[config.mk]
export PLATFORM = sky130hd
export DESIGN_NAME = instr_loader
export DESIGN_NICKNAME = d
export VERILOG_FILES = /design/src/rtl/instr_loader_pkg.sv /design/src/rtl/instr_fifo.sv /design/src/rtl/instr_loader.sv
export SDC_FILE = /design/constraint.sdc
export NUM_CORES = 1
export LEC_CHECK = 0
export ABC_AREA = 1
export ABC_CLOCK_PERIOD_IN_PS = 6950
export CORE_MARGIN = 2
export CORE_UTILIZATION = 35
export CTS_BUF_LIST = sky130_fd_sc_hd__clkbuf_2
export DETAILED_ROUTE_END_ITERATION = 6
export DONT_BUFFER_PORTS = 1
export PLACE_DENSITY_LB_ADDON = 0.08
export SLEW_MARGIN = 0
export SYNTH_ARGS = -nofsm -noshare
export SYNTH_HDL_FRONTEND = slang
export SYNTH_HIERARCHICAL = 1
export SYNTH_SLANG_ARGS = --single-unit
export TNS_END_PERCENT = 20
[constraint.sdc]
create_clock -name clk -period 6.95 [get_ports clk]
set_clock_uncertainty 0.2 [all_clocks]
set_input_delay 1.0425 -clock clk [delete_from_list [all_inputs] [get_ports clk]]
set_output_delay 1.0425 -clock clk [all_outputs]
set_load 0.1 [all_outputs]
[src/rtl/instr_loader_pkg.sv]
// Shared constants, opcode values and loader FSM encoding for the
// serial instruction loader.
package instr_loader_pkg;

    localparam int WORD_W = 10;
    localparam int CNT_W  = 3;

    localparam logic [1:0] OP_ADD = 2'b00;
    localparam logic [1:0] OP_MUL = 2'b01;
    localparam logic [1:0] OP_DOT = 2'b10;
    localparam logic [1:0] OP_MAC = 2'b11;

    typedef enum logic [1:0] {
        ST_IDLE  = 2'd0,
        ST_SHIFT = 2'd1,
        ST_LAST  = 2'd2,
        ST_HOLD  = 2'd3
    } ld_state_e;

    // HOLD means the last bit is pending and there is nowhere to put the word.
    function automatic ld_state_e state_of(input logic [3:0] cnt, input logic full);
        ld_state_e st;
        case (cnt)
            4'd0:    st = ST_IDLE;
            4'd9:    st = full ? ST_HOLD : ST_LAST;
            default: st = ST_SHIFT;
        endcase
        return st;
    endfunction

endpackage

[src/rtl/instr_fifo.sv]
// Small instruction word FIFO; head word is read straight from storage so it
// is visible the cycle after a push into an empty FIFO.
module instr_fifo #(
    parameter int DEPTH  = 2,
    parameter int WORD_W = 10
) (
    input  logic              clk,
    input  logic              rst_n,
    input  logic              flush,
    input  logic              push,
    input  logic [WORD_W-1:0] push_data,
    input  logic              pop,
    output logic [WORD_W-1:0] head,
    output logic [2:0]        count
);

    localparam int PW = (DEPTH > 2) ? 2 : 1;

    logic [WORD_W-1:0] mem_r [DEPTH];
    logic [PW-1:0]     rd_ptr_r;
    logic [PW-1:0]     wr_ptr_r;
    logic [2:0]        count_r;

    function automatic logic [PW-1:0] ptr_inc(input logic [PW-1:0] p);
        logic [PW-1:0] n;
        if (p == PW'(DEPTH - 1)) begin
            n = '0;
        end else begin
            n = p + PW'(1);
        end
        return n;
    endfunction

    // Storage, pointers and occupancy.
    always_ff @(posedge clk or negedge rst_n) begin
        if (!rst_n) begin
            for (int i = 0; i < DEPTH; i++) begin
                mem_r[i] <= '0;
            end
            rd_ptr_r <= '0;
            wr_ptr_r <= '0;
            count_r  <= 3'd0;
        end else if (flush) begin
            rd_ptr_r <= '0;
            wr_ptr_r <= '0;
            count_r  <= 3'd0;
        end else begin
            if (push) begin
                mem_r[wr_ptr_r] <= push_data;
                wr_ptr_r        <= ptr_inc(wr_ptr_r);
            end
            if (pop) begin
                rd_ptr_r <= ptr_inc(rd_ptr_r);
            end
            if (push && !pop) begin
                count_r <= count_r + 3'd1;
            end else if (pop && !push) begin
                count_r <= count_r - 3'd1;
            end
        end
    end

    assign head  = mem_r[rd_ptr_r];
    assign count = count_r;

endmodule

[src/rtl/instr_loader.sv]
// Serial-to-parallel instruction loader: assembles 10-bit words MSB first and
// queues them for the ALU stage, splitting the head into ain/bin/func.
module instr_loader
    import instr_loader_pkg::*;
#(
    parameter int DEPTH = 2
) (
    input  logic       clk,
    input  logic       rst_n,
    input  logic       flush,
    input  logic       bit_in,
    input  logic       bit_valid,
    output logic       bit_ready,
    output logic [3:0] ain,
    output logic [3:0] bin,
    output logic [1:0] func,
    output logic       out_valid,
    input  logic       out_ready,
    output logic [7:0] word_count
);

    logic [3:0]        bit_cnt_r;
    logic [WORD_W-1:0] asm_r;
    logic [7:0]        word_count_r;
    ld_state_e         state_r;
    ld_state_e         state_s;
    logic [3:0]        cnt_next_s;
    logic [2:0]        fill_next_s;
    logic [2:0]        fifo_count_s;
    logic [WORD_W-1:0] head_s;
    logic [WORD_W-1:0] push_word_s;
    logic              accept_s;
    logic              push_s;
    logic              pop_s;
    logic              out_valid_s;

    assign out_valid_s = (fifo_count_s != 3'd0);
    assign bit_ready   = (state_r != ST_HOLD);
    assign accept_s    = bit_valid && bit_ready && !flush;
    assign push_s      = accept_s && (bit_cnt_r == 4'd9);
    assign pop_s       = out_valid_s && out_ready && !flush;
    assign push_word_s = {asm_r[WORD_W-2:0], bit_in};

    instr_fifo #(
        .DEPTH  (DEPTH),
        .WORD_W (WORD_W)
    ) u_fifo (
        .clk       (clk),
        .rst_n     (rst_n),
        .flush     (flush),
        .push      (push_s),
        .push_data (push_word_s),
        .pop       (pop_s),
        .head      (head_s),
        .count     (fifo_count_s)
    );

    // Next bit count, next occupancy and the FSM state they imply.
    always_comb begin
        cnt_next_s  = bit_cnt_r;
        fill_next_s = fifo_count_s;
        if (flush) begin
            cnt_next_s  = 4'd0;
            fill_next_s = 3'd0;
        end else begin
            if (accept_s) begin
                cnt_next_s = (bit_cnt_r == 4'd9) ? 4'd0 : (bit_cnt_r + 4'd1);
            end else begin
                cnt_next_s = bit_cnt_r;
            end
            fill_next_s = fifo_count_s + {2'b00, push_s} - {2'b00, pop_s};
        end
        state_s = state_of(cnt_next_s, fill_next_s >= 3'(DEPTH));
    end

    // FSM state register.
    always_ff @(posedge clk or negedge rst_n) begin
        if (!rst_n) begin
            state_r <= ST_IDLE;
        end else begin
            state_r <= state_s;
        end
    end

    // Bit counter, assembly shifter and pop counter.
    always_ff @(posedge clk or negedge rst_n) begin
        if (!rst_n) begin
            bit_cnt_r    <= 4'd0;
            asm_r        <= '0;
            word_count_r <= 8'd0;
        end else begin
            bit_cnt_r <= cnt_next_s;
            if (flush) begin
                asm_r <= '0;
            end else if (accept_s) begin
                asm_r <= push_word_s;
            end
            if (pop_s) begin
                word_count_r <= word_count_r + 8'd1;
            end
        end
    end

    // Head word fields are forced to zero whenever nothing is queued.
    always_comb begin
        if (out_valid_s) begin
            ain  = head_s[9:6];
            bin  = head_s[5:2];
            func = head_s[1:0];
        end else begin
            ain  = 4'd0;
            bin  = 4'd0;
            func = 2'd0;
        end
    end

    assign out_valid  = out_valid_s;
    assign word_count = word_count_r;

endmodule
**Yosys cells after proc, flatten, opt, wreduce, memory -nomap -nowiden**

Index checks and enable logic that the tools add are counted.

- Memory bits (writable): 0
- Word-level logic and storage cells: 71
- Output and inout port bits: 20
- Register bits: 48
- Bits in latches: 0
- Memory bits (read-only): 0
- Memories: 0
- Input port bits: 6

- Equal/unequal tests: 3
- Mux-type cells: 26
- Reduce and logical (&&, ||, !) cells: 18
- $lt $le $gt $ge: 4
- Multiply operators: 0
- Add/sub/neg operators: 8
- Bitwise operators: 3
- Divide/modulo/power cells: 0
- Shift operators: 0

Operators by type and width:

| cell | number |
|---|---|
| 2-to-1 mux 10 bit | 4 |
| bitwise mux 20 bit | 1 |
| 2-to-1 mux 4 bit | 5 |
| 2-to-1 mux 9 bit | 2 |
| 2-to-1 mux 3 bit | 4 |
| demux 10 bit (select 1 bit) | 1 |
| adder 8 x 1 -> 8 bit, second input constant | 1 |
| equality test 4 bit, second input constant | 2 |
| logical AND 1 bit | 8 |
| 2-to-1 mux 1 bit | 7 |
| nonzero test 2 bit | 3 |
| nonzero test 3 bit | 2 |
| adder 4 x 1 -> 4 bit, second input constant | 1 |
| greater-or-equal comparator 2 bit, second input constant | 2 |
| zero test 4 bit | 1 |
| NOT 1 -> 2 bit | 2 |
| one-hot mux 2 bit (2 select lines) | 1 |
| adder 3 x 1 -> 3 bit | 1 |
| adder 3 x 1 -> 3 bit, second input constant | 1 |
| greater-or-equal comparator 3 x 2 -> 1 bit, second input constant | 1 |
| zero test 1 bit | 3 |
| subtractor 3 x 1 -> 3 bit | 1 |
| subtractor 3 x 1 -> 3 bit, second input constant | 1 |
| adder 1 bit, second input constant | 2 |
| 5 further kinds | 5 |

**Depth between registers and ports, before layout**

Gate-level depths: netlist of run 1.

- Depth after elaboration: 10
- Mapped depth: 14
- Gate-level depth less buffers: 14

**Modules after synthesis**

Netlist of run 1, hierarchy kept.

Modules (own cells, without submodules):

| module | area each (um2) | cells an instance | instances | seq. area each (um2) |
|---|---|---|---|---|
| instr_loader | 1275.0 | 159 | 1 | 575.6 |
| instr_fifo | 1148.6 | 126 | 1 | 625.6 |

**Least setup slack after synthesis of run 1**

No wires, ideal clock.

- Kind: register -> output
- Start: reg u_fifo.count_r[2] (netlist: u_fifo/count[2])
- End: out ain[0]
- Cell stages (with the launch flop): 5
- Arrival: 2572 ps
- Data required time: 5707 ps
- Path buffers: 0
- Path slack: 3135 ps
- Path through: dfrtp_1 inv_1 nand3_2 clkinv_1 nor2_1

- Word-level cells in the longest chain between the ends: 2

Ends and longest elaborated chain:

| what | RTL line | RTL |
|---|---|---|
| from (decl) | instr_fifo.sv:22 | `logic [2:0] count_r;` |
| from (signal assigned) | instr_fifo.sv:56 | `count_r <= count_r + 3'd1;` |
| from (signal assigned) | instr_fifo.sv:58 | `count_r <= count_r - 3'd1;` |
| nonzero test 3 bit | instr_loader.sv:37 | `assign out_valid_s = (fifo_count_s != 3'd0);` |
| net out_valid | instr_loader.sv:17 | `output logic out_valid,` |
| 2-to-1 mux 4 bit | instr_loader.sv:106 | `if (out_valid_s) begin` |
| to (decl) | instr_loader.sv:14 | `output logic [3:0] ain,` |

The timed path passes the listed nets, and every way through them passes these cells.

**Worst setup path after layout of run 1**

Ends and elaborated chain as after synthesis.

==> results of run 1 <==
worst paths after layout:
check / end / depth (start not counted) / slack, ps
max: ain[0] / 4 / 2670
max reg2reg: state_r[0] / 13 / 3870
min in group clk: u_fifo/mem_r[4] / 2 / 320
min: bit_cnt_r[1] / 0 / 80
min reg2reg: u_fifo/mem_r[4] / 2 / 320
max in group asynchronous: asm_r[5] / 1 / 6170
cell usage after synthesis, drive strengths merged:
cell and instances:
a21oi 2, buf 6, clkinv 2, dfrtp 48, fa 2, ha 2
inv 54, mux2 10, nand2 74, nand3 15, nand4 5, nor2 23
nor3 2, o21ai 26, o22ai 7, xnor2 3, xor2 4
per-stage QoR:
| stage | instance area [um2] | hold WS, ps | utilization (%) |
|---|---|---|---|
| 3_5_place_dp | 2510 | 272.9 | 37.15 |
| 4_1_cts | 2551 | 25.20 | 37.76 |
| 5_1_grt | 2579 | 15.01 | 38.17 |
| 6_report | 2579 | 83.32 | 38.17 |
| 2_1_floorplan | 2424 | 253.0 | - |
| 3_3_place_gp | 2510 | 266.5 | 37.15 |
timing repair:
item / 4_1_cts / 5_1_grt
buffers inserted: 0 / 0
resized for setup: 0 / 0
hold buffers: 0 / 1
endpoints found under the hold margin: 0 / 39
kinds of logic after synthesis:
logic type / share of synthesized area, %
adder cells (fa/ha/maj): 2.684
multiplexers: 4.646
buffers and inverters: 10.38
AND/OR/NAND/NOR: 22.30
XOR/XNOR: 2.530
flip-flops: 49.56
AO/OA/AOI/OAI: 7.899
power breakdown:
| group | internal, mW | leakage (nW) | switching [mW] |
|---|---|---|---|
| registers | 0.296 | 0.657 | 0.122 |
| logic | 0.0344 | 0.507 | 0.0805 |
| clock network | 0.0251 | 0.0266 | 0.0898 |
routing by layer:
metal | vias to the layer above | routed length [um] | GRT usage, %
met2 | 26 | 2132 | 21.03
li1 | 889 | - | -
met4 | 0 | 71 | 4.615
met3 | 7 | 266 | 4.645
met1 | 827 | 2431 | 18.79
met5 | - | 0 | 0
registers in the layout (all words and copies together) (netlist names):
register         count
asm_r                9
bit_cnt_r            4
state_r              2
u_fifo/count         3
u_fifo/mem_r        20
u_fifo/rd_ptr_r      1
u_fifo/wr_ptr_r      1
word_count           8
area by class of cell:
cell class                 instances  area share [%]
tap                               80           3.882
clock buffer                       6           1.164
clock inverter                     2          0.4367
inverter                          56           8.248
timing repair buffer               1           1.067
multi-input combinational        175           38.62
sequential                        48           46.58
==> impl_metrics.env, run 1 <==
export IMPL_regArea_um2=1201
export IMPL_worst_path_dominant_cell_family="simple AND/OR/NAND/NOR gates"
export IMPL_power_density_over_the_cells_nw_per_um2=251.3
export IMPL_irDropWorstVdd_v=0.0001074
export IMPL_design_core_area_um2=6756
export IMPL_n_antenna_cell=0
export IMPL_grt_ovfl_total=0
export IMPL_antenna_left=0
export IMPL_final_min_clock_period_ps=4281
export IMPL_clk_latency_ps=420
export IMPL_via_to_cell_ratio=4.753
export IMPL_final_max_slew_viol_count=0
export IMPL_tritoncts="built"
export IMPL_drt_total_wl_um=4901
export IMPL_final_setup_worst_slack_ps=2669
export IMPL_multi_input_comb_area_um2=996.0
export IMPL_synthesis_nets=295
export IMPL_worst_endpoint_required_ps=5710
export IMPL_flow_area_growth_from_synthesis_pct=6.402
export IMPL_detail_route_wl_per_cell_um=13.32
export IMPL_core_rowCount=30
export IMPL_chipWidth_um=87.22
export IMPL_netlist_cell_type_count=29
export IMPL_num_vias=1749
export IMPL_max_cap_violations=0
export IMPL_first_iter_violations=83
export IMPL_crit_reg2reg_launch="u_fifo/count[2]"
export IMPL_post_route_cells_drive_above_1_share_pct=16.32
export IMPL_tns_ps=0
export IMPL_sequence_of_cells_on_the_critical_path="inv_1 > nand3_2 > clkinv_1 > nor2_2"
export IMPL_finalPower_mw=0.6482
export IMPL_layout_cells_most_common_list="nand2_1 (70), inv_1 (48), dfrtp_1 (48)"
export IMPL_fillerInstances=725
export IMPL_timing_hold_worst_class="input pin to asynchronous set/reset pin"
export IMPL_floorplan_initialDensity_pct=35.87
export IMPL_global_route_wire_length_before_repair_um=8169
export IMPL_final_nets=297
export IMPL_synth_sequential_area_ratio_pct=49.56
export IMPL_die_area_um2=7606
export IMPL_endpoint_kind="output pin"
export IMPL_post_layout_nonfiller_instances=368
export IMPL_setup_worst_path_start="u_fifo/count[2]"
export IMPL_post_synth_instance_area_um2=2424
export IMPL_cts_htree_levels=2
export IMPL_worstMarginPinSlew_ps=1093
export IMPL_path_max_fanout=10
export IMPL_synth_area_top_cells="dfrtp_1 (50%), nand2_1 (11%), inv_1 (7.4%)"
export IMPL_drt_drc_violations_left=0
export IMPL_commonest_non_fill_non_tap_cell_in_the_layout="nand2_1"
export IMPL_synthDominantAreaCellType="dfrtp_1"
export IMPL_post_synthesis_average_cell_area_um2=8.504
export IMPL_clk_pin_slew_ps=220
export IMPL_dieHeight_um=87.22
export IMPL_worst_setup_path_start_kind="register"
export IMPL_top_area_cell_type_share_of_the_netlist_area_pct=49.56
export IMPL_final_min_period_over_clock_period_pct=61.60
export IMPL_worst_ep_arrival_time_ps=3040
export IMPL_vias_in_the_first_global_route=1706
export IMPL_place_gp_congestion=0.7959
export IMPL_first_pass_iters=4
export IMPL_pre_cts_ws_ps=3084
export IMPL_synth_seq_cells=48
export IMPL_numClockSinks=48
export IMPL_grt_start_max_net_pins=49
export IMPL_detailed_place_hpwl_um=3416
export IMPL_critical_path_buf_inv_count=2
export IMPL_grt_util_all_layers_pct=13.91
export IMPL_antenna_violations_before_repair=0
export IMPL_critical_path_type="register to output pin"
export IMPL_placed_cells_incl_taps=359
export IMPL_yosysWarnings=6
export IMPL_worst_path_max_delay_cell="nor2_2"
export IMPL_report_final_setup_viol=0
export IMPL_cts_path_max_buffers=2
export IMPL_finalHoldViolCount=0
export IMPL_leakagePower_nw=1.191
export IMPL_cts_buffers=5
export IMPL_io_buffer_count=0
export IMPL_maximum_frequency_from_static_timing_analysis_ghz=0.2336
export IMPL_result_of_the_run="complete, no violations"
export IMPL_cp_slowest_stage_delay_ps=1010
export IMPL_cts_root_buf="clkbuf_2"
export IMPL_synth_cells=285
export IMPL_num_io_pins=26
export IMPL_max_slew_headroom_pct=27.09
export IMPL_rsz0062_at_grt="false"
No activity file was read; power rests on OpenSTA's default activity.
==> run 2, diff against run 1 <==
--- a/config.mk
+++ b/config.mk
@@ -6,7 +6,7 @@
 export NUM_CORES = 1
 export LEC_CHECK = 0
 export ABC_AREA = 1
-export ABC_CLOCK_PERIOD_IN_PS = 6950
+export ABC_CLOCK_PERIOD_IN_PS = 3900
 export CORE_MARGIN = 2
 export CORE_UTILIZATION = 35
 export CTS_BUF_LIST = sky130_fd_sc_hd__clkbuf_2
==> constraint.sdc (replaced) <==
create_clock -name clk -period 3.9 [get_ports clk]
set_clock_uncertainty 0.2 [all_clocks]
set_input_delay 0.585 -clock clk [delete_from_list [all_inputs] [get_ports clk]]
set_output_delay 0.585 -clock clk [all_outputs]
set_load 0.1 [all_outputs]
==> impl_metrics.env, run 2 (same netlist as run 1, synthesis figures left out) <==
export IMPL_result_of_the_run="complete, no violations"
export IMPL_global_route_wire_length_before_repair_um=8190
export IMPL_detailed_place_hpwl_um=3467
export IMPL_path_max_fanout=10
export IMPL_max_slew_headroom_pct=33.35
export IMPL_drt_drc_violations_left=0
export IMPL_first_iter_violations=73
export IMPL_worst_setup_path_start_kind="register"
export IMPL_final_setup_worst_slack_ps=481.9
export IMPL_cts_root_buf="clkbuf_2"
export IMPL_tns_ps=0
export IMPL_post_cts_setup_buffers=0
export IMPL_hold_worst_slack_ps=71.70
export IMPL_numClockSinks=48
export IMPL_postCtsHoldBufs=3
export IMPL_place_gp_congestion=0.7978
export IMPL_timing_hold_worst_class="input pin to register"
export IMPL_worst_path_max_delay_cell="clkinv_1"
export IMPL_largest_register="u_fifo/mem_r"
export IMPL_clk_latency_ps=410
export IMPL_design_core_area_um2=6756
export IMPL_post_route_cells_drive_above_1_share_pct=19.60
export IMPL_num_io_pins=26
export IMPL_n_antenna_cell=0
export IMPL_cp_slowest_stage_delay_ps=600
export IMPL_resized_gates_after_cts=0
export IMPL_worstMarginPinSlew_ps=999.8
export IMPL_commonest_non_fill_non_tap_cell_in_the_layout="nand2_1"
export IMPL_grt_util_all_layers_pct=13.98
export IMPL_maximum_frequency_from_static_timing_analysis_ghz=0.2926
export IMPL_tritoncts="built"
export IMPL_worst_endpoint_required_ps=3120
export IMPL_detail_route_wl_per_cell_um=12.86
export IMPL_vias_in_the_first_global_route=1711
export IMPL_dieHeight_um=87.22
export IMPL_power_density_over_the_cells_nw_per_um2=435.8
export IMPL_sequence_of_cells_on_the_critical_path="inv_1 > nand3_2 > clkinv_1 > nor2_2 > buf_4"
export IMPL_pre_cts_ws_ps=888.2
export IMPL_floorplan_initialDensity_pct=35.87
export IMPL_num_vias=1734
export IMPL_first_pass_iters=4
export IMPL_cts_path_max_buffers=2
export IMPL_antenna_left=0
export IMPL_final_min_period_over_clock_period_pct=87.64
export IMPL_via_to_cell_ratio=4.551
export IMPL_cts_buffers=5
export IMPL_cts_htree_levels=2
export IMPL_report_final_setup_viol=0
export IMPL_io_buffer_count=0
export IMPL_antenna_violations_before_repair=0
export IMPL_max_cap_violations=0
export IMPL_worst_ep_arrival_time_ps=2630
export IMPL_depth_of_the_worst_hold_timing_path=2
export IMPL_irDropWorstVdd_v=0.0001404
export IMPL_die_area_um2=7606
export IMPL_clk_pin_slew_ps=230
export IMPL_chipWidth_um=87.22
export IMPL_critical_path_type="register to output pin"
export IMPL_endpoint_kind="output pin"
export IMPL_final_nets=310
export IMPL_leakagePower_nw=1.265
export IMPL_final_min_clock_period_ps=3418
export IMPL_largest_register_ff_count=20
export IMPL_layout_cells_most_common_list="nand2_1 (70), inv_1 (48), dfrtp_1 (48)"
export IMPL_flow_area_growth_from_synthesis_pct=10.74
export IMPL_timing_reg2reg_worst_path_depth=13
export IMPL_drt_total_wl_um=4899
export IMPL_grt_start_max_net_pins=49
export IMPL_grt_ovfl_total=0
export IMPL_rsz0062_at_grt="false"
export IMPL_final_max_slew_viol_count=0
export IMPL_finalHoldViolCount=0
export IMPL_core_rowCount=30
-- run 2: changes by cell type in the layout (fill, tap and decap cells not counted), sizes merged --
cell         change
clkinv           +2
clkbuf           -1
clkinvlp         -1
dlygate4sd3      +2
buf             +11
-- run 2: final cells by class --
| type | count | area [um2] |
|---|---|---|
| clock buffer | 5 | 25.02 |
| clock inverter | 3 | 18.77 |
| fill | 696 | 4073 |
| inverter | 56 | 212.7 |
| multi-input combinational | 175 | 996.0 |
| sequential | 48 | 1201 |
| tap | 80 | 100.1 |
| timing repair buffer | 14 | 130.1 |
-- run 2: metrics by stage --
step                std cells  total power [mW]  area (um2)  utilization [%]
CTS                       381             1.192        2684            39.72
global placement          370            0.9610        2592            38.37
finish                    381             1.170        2684            39.72
floorplan                 285            0.9052        2424                -
detailed placement        370            0.9643        2592            38.37
global route              381             1.244        2684            39.72
-- run 2: path summary, 6_finish.rpt --
| path | startpoint | to | slack (ps) |
|---|---|---|---|
| max in group asynchronous | rst_n | u_fifo/mem_r[17] | 2830 |
| worst min-delay path | bit_in | asm_r[0] | 70 |
| min in group asynchronous | rst_n | u_fifo/mem_r[1] | 420 |
| worst max register to register | u_fifo/count[2] | state_r[0] | 870 |
| worst min register to register | u_fifo/mem_r[3] | u_fifo/mem_r[3] | 320 |
| worst max-delay path | u_fifo/count[2] | ain[0] | 480 |
-- run 2: where the power goes --
part | switching, mW | internal, mW
clock network | 0.159 | 0.0435
logic | 0.195 | 0.0701
registers | 0.173 | 0.528
total | 0.528 | 0.642
-- run 2: per-layer routing --
metal	GRT usage [%]	vias up	wire, um
met5	0	-	0
met4	5.455	0	61
met3	2.654	6	197
met2	22.07	25	2136
met1	19.03	787	2504
li1	-	916	-
-- run 2: critical path, delay by kind of cell (launching register included) --
family        cells  cell delay [ps]
buf+inv           3             1010
simple gates      2              720
flops             1              480
